==> src/rtl/rr_arb_pkg.sv <==
// Shared types, requester indices and 4:1 mux select encoding
// for the round-robin mux arbiter.
package rr_arb_pkg;

    typedef enum logic {
        IDLE,
        BUSY
    } state_t;

    localparam logic [1:0] IDX_A = 2'd0;
    localparam logic [1:0] IDX_B = 2'd1;
    localparam logic [1:0] IDX_C = 2'd2;
    localparam logic [1:0] IDX_D = 2'd3;

    // Legacy mux encoding: index bits appear swapped on the select lines
    localparam logic [1:0] SEL_A = 2'b00;
    localparam logic [1:0] SEL_B = 2'b10;
    localparam logic [1:0] SEL_C = 2'b01;
    localparam logic [1:0] SEL_D = 2'b11;

    function automatic logic [1:0] sel_encode(input logic [1:0] idx);
        logic [1:0] s;
        unique case (idx)
            IDX_A:   s = SEL_A;
            IDX_B:   s = SEL_B;
            IDX_C:   s = SEL_C;
            default: s = SEL_D;
        endcase
        return s;
    endfunction

    function automatic logic [1:0] sel_decode(input logic [1:0] sel);
        logic [1:0] i;
        unique case (sel)
            SEL_A:   i = IDX_A;
            SEL_B:   i = IDX_B;
            SEL_C:   i = IDX_C;
            default: i = IDX_D;
        endcase
        return i;
    endfunction

endpackage

==> src/rtl/rr_mux4_arbiter_if.sv <==
// Requester-side bundle of the 4:1 mux arbiter: requests and data in,
// grant, select, valid and muxed data out.
interface rr_mux4_arbiter_if #(
    parameter int DW = 1
);
    logic [3:0]      req;
    logic [4*DW-1:0] din;
    logic [3:0]      gnt;
    logic [1:0]      sel;
    logic            valid;
    logic [DW-1:0]   y;

    modport master (
        output req,
        output din,
        input  gnt,
        input  sel,
        input  valid,
        input  y
    );

    modport slave (
        input  req,
        input  din,
        output gnt,
        output sel,
        output valid,
        output y
    );
endinterface

==> src/rtl/rr_pick4.sv <==
// Combinational rotate-priority picker: scans req from ptr+1 upward,
// wrapping, so the bit at ptr is considered last.
module rr_pick4 (
    input  logic [3:0] req,
    input  logic [1:0] ptr,
    output logic [1:0] winner,
    output logic       any
);
    always_comb begin
        winner = ptr;
        any    = |req;
        // Walk offsets from far to near so the nearest set bit wins
        for (int k = 4; k >= 1; k--) begin
            if (req[ptr + 2'(k)]) begin
                winner = ptr + 2'(k);
            end
        end
    end
endmodule

==> src/rtl/rr_mux4_arbiter.sv <==
// Round-robin owner arbitration for a shared 4:1 mux.
// Define ARB_TIMEOUT_EN to force rotation after MAX_HOLD busy cycles.
module rr_mux4_arbiter #(
    parameter int DW       = 1,
    parameter int MAX_HOLD = 8
) (
    input logic         clk,
    input logic         rst_n,
    rr_mux4_arbiter_if.slave bus
);
    import rr_arb_pkg::*;

    state_t     state, state_n;
    logic [3:0] gnt_q, gnt_n;
    logic [1:0] sel_q, sel_n;
    logic       valid_q, valid_n;
    logic [1:0] ptr_q, ptr_n;
    logic [1:0] winner;
    logic       any;
    logic       other;
    logic       expire;

    rr_pick4 u_pick (
        .req    (bus.req),
        .ptr    (ptr_q),
        .winner (winner),
        .any    (any)
    );

    assign other = |(bus.req & ~gnt_q);

`ifdef ARB_TIMEOUT_EN
    localparam int CW = $clog2(MAX_HOLD + 1);
    localparam logic [CW-1:0] HOLD_MAX = CW'(MAX_HOLD);

    logic [CW-1:0] hold_q, hold_n;

    assign expire = (hold_q == HOLD_MAX) && other;
`else
    assign expire = 1'b0;
`endif

    always_comb begin
        state_n = state;
        gnt_n   = gnt_q;
        sel_n   = sel_q;
        valid_n = valid_q;
        ptr_n   = ptr_q;
`ifdef ARB_TIMEOUT_EN
        hold_n  = hold_q;
`endif
        unique case (state)
            IDLE: begin
                if (any) begin
                    state_n = BUSY;
                    gnt_n   = 4'b0001 << winner;
                    sel_n   = sel_encode(winner);
                    valid_n = 1'b1;
                    ptr_n   = winner;
`ifdef ARB_TIMEOUT_EN
                    hold_n  = '0;
`endif
                end
            end
            BUSY: begin
                if (!bus.req[ptr_q] || expire) begin
                    // Owner is last in the scan, so winner is a non-owner
                    if (other) begin
                        gnt_n   = 4'b0001 << winner;
                        sel_n   = sel_encode(winner);
                        ptr_n   = winner;
`ifdef ARB_TIMEOUT_EN
                        hold_n  = '0;
`endif
                    end else begin
                        state_n = IDLE;
                        gnt_n   = 4'b0000;
                        sel_n   = SEL_A;
                        valid_n = 1'b0;
                    end
                end
`ifdef ARB_TIMEOUT_EN
                else if (hold_q != HOLD_MAX) begin
                    hold_n = hold_q + 1'b1;
                end
`endif
            end
            default: begin
                state_n = IDLE;
            end
        endcase
    end

    always_ff @(posedge clk) begin
        if (!rst_n) begin
            state   <= IDLE;
            gnt_q   <= 4'b0000;
            sel_q   <= SEL_A;
            valid_q <= 1'b0;
            ptr_q   <= IDX_D;
        end else begin
            state   <= state_n;
            gnt_q   <= gnt_n;
            sel_q   <= sel_n;
            valid_q <= valid_n;
            ptr_q   <= ptr_n;
        end
    end

`ifdef ARB_TIMEOUT_EN
    always_ff @(posedge clk) begin
        if (!rst_n) begin
            hold_q <= '0;
        end else begin
            hold_q <= hold_n;
        end
    end
`endif

    assign bus.gnt   = gnt_q;
    assign bus.sel   = sel_q;
    assign bus.valid = valid_q;
    assign bus.y     = valid_q
                     ? bus.din[int'(sel_decode(sel_q))*DW +: DW]
                     : '0;

    a_hold_range: assert property (@(posedge clk)
        MAX_HOLD >= 2 && MAX_HOLD <= 255);
    a_onehot: assert property (@(posedge clk) $onehot0(gnt_q));
    a_valid: assert property (@(posedge clk) valid_q == |gnt_q);
    a_sel: assert property (@(posedge clk)
        valid_q ? (gnt_q == (4'b0001 << sel_decode(sel_q)))
                : (sel_q == SEL_A));
endmodule

==> src/flat_wrapper.sv <==
// flat-port wrapper written by rule: the top's interface ports become plain ports
module rr_mux4_arbiter_flat import rr_arb_pkg::*;
#(
    parameter int DW       = 1,
    parameter int MAX_HOLD = 8
)
  (clk, rst_n, bus_req, bus_din, bus_gnt, bus_sel, bus_valid, bus_y);
  rr_mux4_arbiter_if #(.DW(DW)) bus_i ();
  input logic clk;
  input logic rst_n;
  input wire logic [$bits(bus_i.req)-1:0] bus_req;
  input wire logic [$bits(bus_i.din)-1:0] bus_din;
  output wire logic [$bits(bus_i.gnt)-1:0] bus_gnt;
  output wire logic [$bits(bus_i.sel)-1:0] bus_sel;
  output wire logic [$bits(bus_i.valid)-1:0] bus_valid;
  output wire logic [$bits(bus_i.y)-1:0] bus_y;
  assign bus_i.req = bus_req;
  assign bus_i.din = bus_din;
  assign bus_gnt = bus_i.gnt;
  assign bus_sel = bus_i.sel;
  assign bus_valid = bus_i.valid;
  assign bus_y = bus_i.y;
  rr_mux4_arbiter #(.DW(DW), .MAX_HOLD(MAX_HOLD)) u_core (.clk(clk), .rst_n(rst_n), .bus(bus_i));
endmodule
==> config.mk <==
export PLATFORM = sky130hd
export DESIGN_NAME = rr_mux4_arbiter_flat
export DESIGN_NICKNAME = d
export VERILOG_FILES = /design/src/rtl/rr_arb_pkg.sv /design/src/rtl/rr_mux4_arbiter_if.sv /design/src/rtl/rr_pick4.sv /design/src/rtl/rr_mux4_arbiter.sv /design/src/flat_wrapper.sv
export SDC_FILE = /design/constraint.sdc
export NUM_CORES = 1
export LEC_CHECK = 0
export CAP_MARGIN = 20
export CORE_MARGIN = 2
export CORE_UTILIZATION = 40
export DETAILED_ROUTE_END_ITERATION = 12
export GPL_ROUTABILITY_DRIVEN = 0
export PLACE_DENSITY = 0.71
export REMOVE_ABC_BUFFERS = 1
export SLEW_MARGIN = 20
export SYNTH_ARGS = -nofsm -noshare
export SYNTH_HDL_FRONTEND = slang
export SYNTH_SLANG_ARGS = --single-unit
==> constraint.sdc <==
create_clock -name clk -period 2 [get_ports clk]
set_input_delay 0.4 -clock clk [delete_from_list [all_inputs] [get_ports clk]]
set_output_delay 0.4 -clock clk [all_outputs]
set_load 0.005 [all_outputs]
Word-level counts from Yosys, hierarchy flattened:

Cells that the tools add are included.

* flip-flop bits (word level): 10
* input bits: 10
* word-level logic and storage cells: 66

* add/subtract/negate cells: 3
* $lt $le $gt $ge: 4
* equal/unequal tests: 8
* shift operators: 2
* multiplexer cells: 34
* bitwise gates (word level): 3
* reductions and logical operators: 7

Operators with widths (count)
* 2-bit two-way mux: 9
* 2-bit by 3-bit less-than comparator with 1-bit output (second input constant): 4
* 4-bit two-way mux: 3
* 2-bit case mux with 3 select lines: 2
* 1-bit two-way mux: 11
* 1-bit binary-select mux with 2-bit select: 4
* 2-bit case mux with 2 select lines: 2
* 4-bit case mux with 2 select lines: 1
* 4-bit OR reduction: 2
* 2-bit != test (second input constant): 3
* 3-bit AND reduction: 2
* 2-bit adder (second input constant): 2
* 4-bit bitwise AND: 1
* 2-bit by 1-bit == test with 1-bit output (second input constant): 2
* 2-bit == test (second input constant): 2
* 2-bit zero test: 2
* 4-bit NOT: 1
* 1-bit case mux with 2 select lines: 2
* 4-bit by 3-bit indexed part select with 1-bit output: 1
* 1-bit by 2-bit << shifter with 4-bit output (first input constant): 1
* 2-bit by 1-bit adder with 2-bit output (second input constant): 1
* 2-bit by 1-bit != test with 1-bit output (second input constant): 1
* 2-bit AND reduction: 1
* 1-bit NOT: 1

Logic depth before layout (Yosys ltp):

* word-level depth: 11
* depth in mapped cells: 5
* gate-level depth less buffers: 4

Hierarchy:

From an unflattened synthesis, not the netlist that was laid out.

* cells, all modules: 61
* area, all modules: 609.3 um^2

Modules (own cells, without submodules)
* rr_mux4_arbiter: times used 1, cells an instance 47, area each 526.8 um^2
* rr_pick4: times used 1, cells an instance 14, area each 82.6 um^2

Worst setup path before layout:

No wires, ideal clock.

* kind: input port to flip-flop
* start point: in bus_req[2]
* end point: reg u_core.sel_q[1] (netlist: u_core.bus.sel[1])
* setup time: 117 ps
* arrival time: 1838 ps
* path slack: 45 ps
* stages on the path: 4
* buffers on the path: 0
* cell sequence: or4_4 > a222oi_1 > a21oi_2 > a32o_1

* cells in the longest elaborated chain, start to end: 10

Ends and longest elaborated chain
* start: declaration: RTL line flat_wrapper.sv:11 `input wire logic [$bits(bus_i.req)-1:0] bus_req;`
* 1-bit binary-select mux with 2-bit select: RTL line rr_pick4.sv:14 `if (req[ptr + 2'(k)]) begin`
* 1-bit two-way mux (not written as such): RTL line rr_pick4.sv:14
* 2-bit two-way mux (3 in a row): RTL line rr_pick4.sv:14
* 2-bit == test (tied with other cells): RTL line rr_arb_pkg.sv:23 `unique case (idx)`
* 2-bit case mux with 3 select lines: RTL line rr_arb_pkg.sv:23
* 2-bit two-way mux: RTL line rr_mux4_arbiter.sv:68 `if (other) begin`
* 2-bit two-way mux: RTL line rr_mux4_arbiter.sv:66 `if (!bus.req[ptr_q] || expire) begin`
* 2-bit case mux with 2 select lines: RTL line rr_mux4_arbiter.sv:52 `unique case (state)`
* end signal: assignment: RTL line rr_mux4_arbiter.sv:104 `sel_q <= sel_n;`
* end: declaration: RTL line rr_mux4_arbiter.sv:15 `logic [1:0] sel_q, sel_n;`

Several ways; a longest one is shown, not always the timed one. The select of a mux whose other input is x is not followed.
A chain may end at the register's enable or synchronous reset.

Final worst setup path:

* start point: in bus_din[3]
* end point: out bus_y

* cells in the longest elaborated chain, start to end: 2

Ends and longest elaborated chain
* start: declaration: RTL line flat_wrapper.sv:12 `input wire logic [$bits(bus_i.din)-1:0] bus_din;`
* 4-bit by 3-bit indexed part select with 1-bit output: RTL line rr_mux4_arbiter.sv:124 `? bus.din[int'(sel_decode(sel_q))*DW +: DW]`
* 1-bit two-way mux: RTL line rr_mux4_arbiter.sv:124
* end: declaration: RTL line flat_wrapper.sv:16 `output wire logic [$bits(bus_i.y)-1:0] bus_y;`

Every way passes these cells.

==> results.py <==
metrics = {
    "grt": {
        "grt_pass1_wl_mm": 2.59,
        "grt_max_degree": 10,
        "grt_overflow": 0,
        "grt_use_total_pct": 18.6,
        "antenna_found_initial": 0,
        "grt_pass1_vias": 607,
    },
    "yosys": {
        "avgSynthCellArea_sq_um": 9.63,
        "synth_edf_count": 0,
        "async_reset_ff_share_pct": 0,
        "synth_seq_cells": 10,
        "yosysUniqueCellTypes": 31,
        "synth_cells": 62,
        "yosys_warnings": 0,
        "synthFlopType": "dfxtp_1",
        "ys_seq_area_share_pct": 33.5,
        "synth_area_sq_um": 597,
    },
    "route": {
        "wl_per_cell_um": 12.9,
        "wl_mm": 1.40,
        "drc_errors": 0,
        "antenna_left": 0,
        "drtIter0Drc": 6,
        "vias_per_cell": 5.36,
        "drtPass1Iterations": 4,
        "vias": 579,
    },
    "cts": {
        "numCtsBuffers": 3,
        "cts_sinks": 10,
        "clockRootBuffer": "clkbuf_4",
        "htreeDepth": 1,
        "clk_path_buf_depth": 2,
        "insertion_delay_ns": 0.26,
        "cts_setup_buffers": 0,
        "cts_tree": "built",
        "holdBufCountCts": 0,
        "cts.clk_slew.worst_paths_ns": 0.06,
    },
    "critical_path": {
        "r2r-start": "u_core.bus.gnt[0]$_SDFFE_PN0P_",
        "worstPathCellList": "clkdlybuf4s50_1 > mux4_2 > and2_4 > buf_2",
        "cp-start-kind": "primary input",
        "worst-path-buf-inv": 2,
        "slowest_delay_ns": 0.47,
        "worst-path-max-fanout": 1,
        "cp.required_ns": 1.60,
        "cp.arrival_ns": 1.53,
        "cpLargestDelayFamily": "buffers and inverters",
        "end_kind": "output pin",
        "worstSetupPathType": "in2out",
        "cp-startpoint": "bus_din[3]",
        "cp_slowest_cell": "mux4_2",
    },
    "status": {
        "run_status": "complete, no violations",
    },
    "pwr": {
        "seq_power_share_pct": 38.8,
        "switchingPower_mw": 0.187,
        "vdd_drop_max_v": 0.000433,
        "power.share.combinational_pct": 34.3,
        "power_density_nw_per_um2": 739,
        "internal_power_mw": 0.479,
        "power_leakage_nw": 0.400,
        "p_clk_share_pct": 26.8,
        "switching_share_pct": 28.1,
    },
    "floorplanning": {
        "die_h_um": 42.6,
        "rows": 13,
        "io_pins": 18,
        "core_sq_um": 1350,
        "start_util_pct": 44.2,
        "fp.dieW_um": 42.6,
        "die_area_sq_um": 1820,
    },
    "min_path": {
        "min-delay-start": "u_core.bus.sel[0]$_SDFFE_PN0P_",
        "hold_class": "reg2reg",
    },
    "sta": {
        "fin_crit_ns": 1.93,
        "rsz0062_at_grt": "false",
        "tightest_slew_ns": 0.495,
        "max_clock_freq_ghz": 0.519,
        "fin_crit_sh_pct": 96.3,
        "setup_slack_ns": 0.0749,
        "fin_skew_ns": 0.00359,
        "report.final.slew_viol_count": 0,
        "hold_viol": 0,
        "relSlewSlack_pct": 67.0,
        "tns_ns": 0,
        "setup_viol": 0,
    },
    "placement": {
        "pre_cts_ws_ns": -0.359,
        "dp_cells": 104,
        "io_buffers": 17,
        "dp_hpwl_mm": 1.13,
    },
    "cells_and_area": {
        "area_growth_pct": 50.9,
        "drive_gt1_share_pct": 30.1,
        "seq_area_sq_um": 200,
        "final_cell_mix": "clkdlybuf4s50_1, buf_4, dfxtp_1, a21oi_1, a32o_1",
        "fin_nets": 104,
        "multi_input_area_sq_um": 377,
        "fillers": 124,
        "layout.cells.non_filler": 108,
        "diodes": 0,
    },
    "flow_run": {
        "max_cap_violations": 0,
    },
}
## synth_stat cells (2+ instances only)
cell	n	area [sq um]
dfxtp_1	10	200
a21oi_1	5	25.0
a32o_1	5	50.1
inv_1	4	15.0
mux2i_1	4	40.0
and2b_2	3	26.3
nor2_1	3	11.3
and2_1	2	12.5
and2_2	2	15.0
buf_4	2	15.0
nor2b_1	2	12.5
## repair_timing
action                                  4_1_cts  5_1_grt
endpoints found under the setup margin        6        1
pin swaps                                     4        2
resized for setup                             9        1
## stage by stage
step / total power [mW] / hold slack (ns) / util (%) / area (sq um)
finish: 0.666 / 0.500 / 66.7 / 901
global route: 0.709 / 0.532 / 66.7 / 901
CTS: 0.672 / 0.502 / 66.5 / 898
detailed placement: 0.492 / 0.493 / 63.8 / 861
global placement: 0.488 / 0.488 / 63.8 / 861
floorplan: 0.371 / 0.480 / - / 582
## routing by layer
metal | vias to the layer above | wire length [um] | global-route usage (%)
met2 | 16 | 651 | 29.4
li1 | 296 | - | -
met4 | 0 | 0 | 3.75
met3 | 0 | 90 | 7.33
met5 | - | 0 | 0
met1 | 267 | 655 | 23.8
## cell type report
type / count / area share (%)
multi-input combinational: 46 / 41.8
sequential: 10 / 22.2
clock buffer: 4 / 4.03
inverter: 4 / 1.67
timing repair buffer: 29 / 28.2
tap: 15 / 2.08
## worst reg2reg max path: stages (launching register included)
cell	delay (ns)
dfxtp_1	0.37
and2b_1	0.20
a2111oi_2	0.51
buf_4	0.20
a211o_1	0.14
o211ai_1	0.09
## power by group through the flow
| stage | clock network (mW) | logic (mW) | registers [mW] |
|---|---|---|---|
| 3_3_place_gp | 0 | 0.226 | 0.263 |
| 2_1_floorplan | 0 | 0.115 | 0.256 |
| 3_5_place_dp | 0 | 0.229 | 0.262 |
| 5_1_grt | 0.192 | 0.253 | 0.264 |
| 6_report | 0.179 | 0.229 | 0.259 |
| 4_1_cts | 0.182 | 0.231 | 0.259 |
## final timing paths
kind	to	slack, ns	depth (start not counted)
hold / removal	u_core.bus.sel[0]$_SDFFE_PN0P_	0.50	2
setup reg to reg	u_core.ptr_q[1]$_SDFFE_PN1P_	0.37	5
setup / recovery	bus_y	0.07	4
hold reg to reg	u_core.bus.sel[0]$_SDFFE_PN0P_	0.50	2
## flip-flops by register name, summed over array words and instances, names as in the netlist
register and cells:
u_core.ptr_q 2, u_core.state 1, u_core.bus.gnt 4, u_core.bus.valid 1, u_core.bus.sel 2
## cells by family (layout without fill, tap and decap cells)
| family | count (synthesis) | in the layout | share of synthesized area [%] |
|---|---|---|---|
| compound gates | 18 | 18 | 24.9 |
| flops | 10 | 10 | 33.5 |
| simple gates | 23 | 23 | 26.0 |
| mux | 5 | 5 | 10.5 |
| buf+inv | 6 | 37 | 5.03 |
Note: power is estimated with default switching activity, not from simulation.
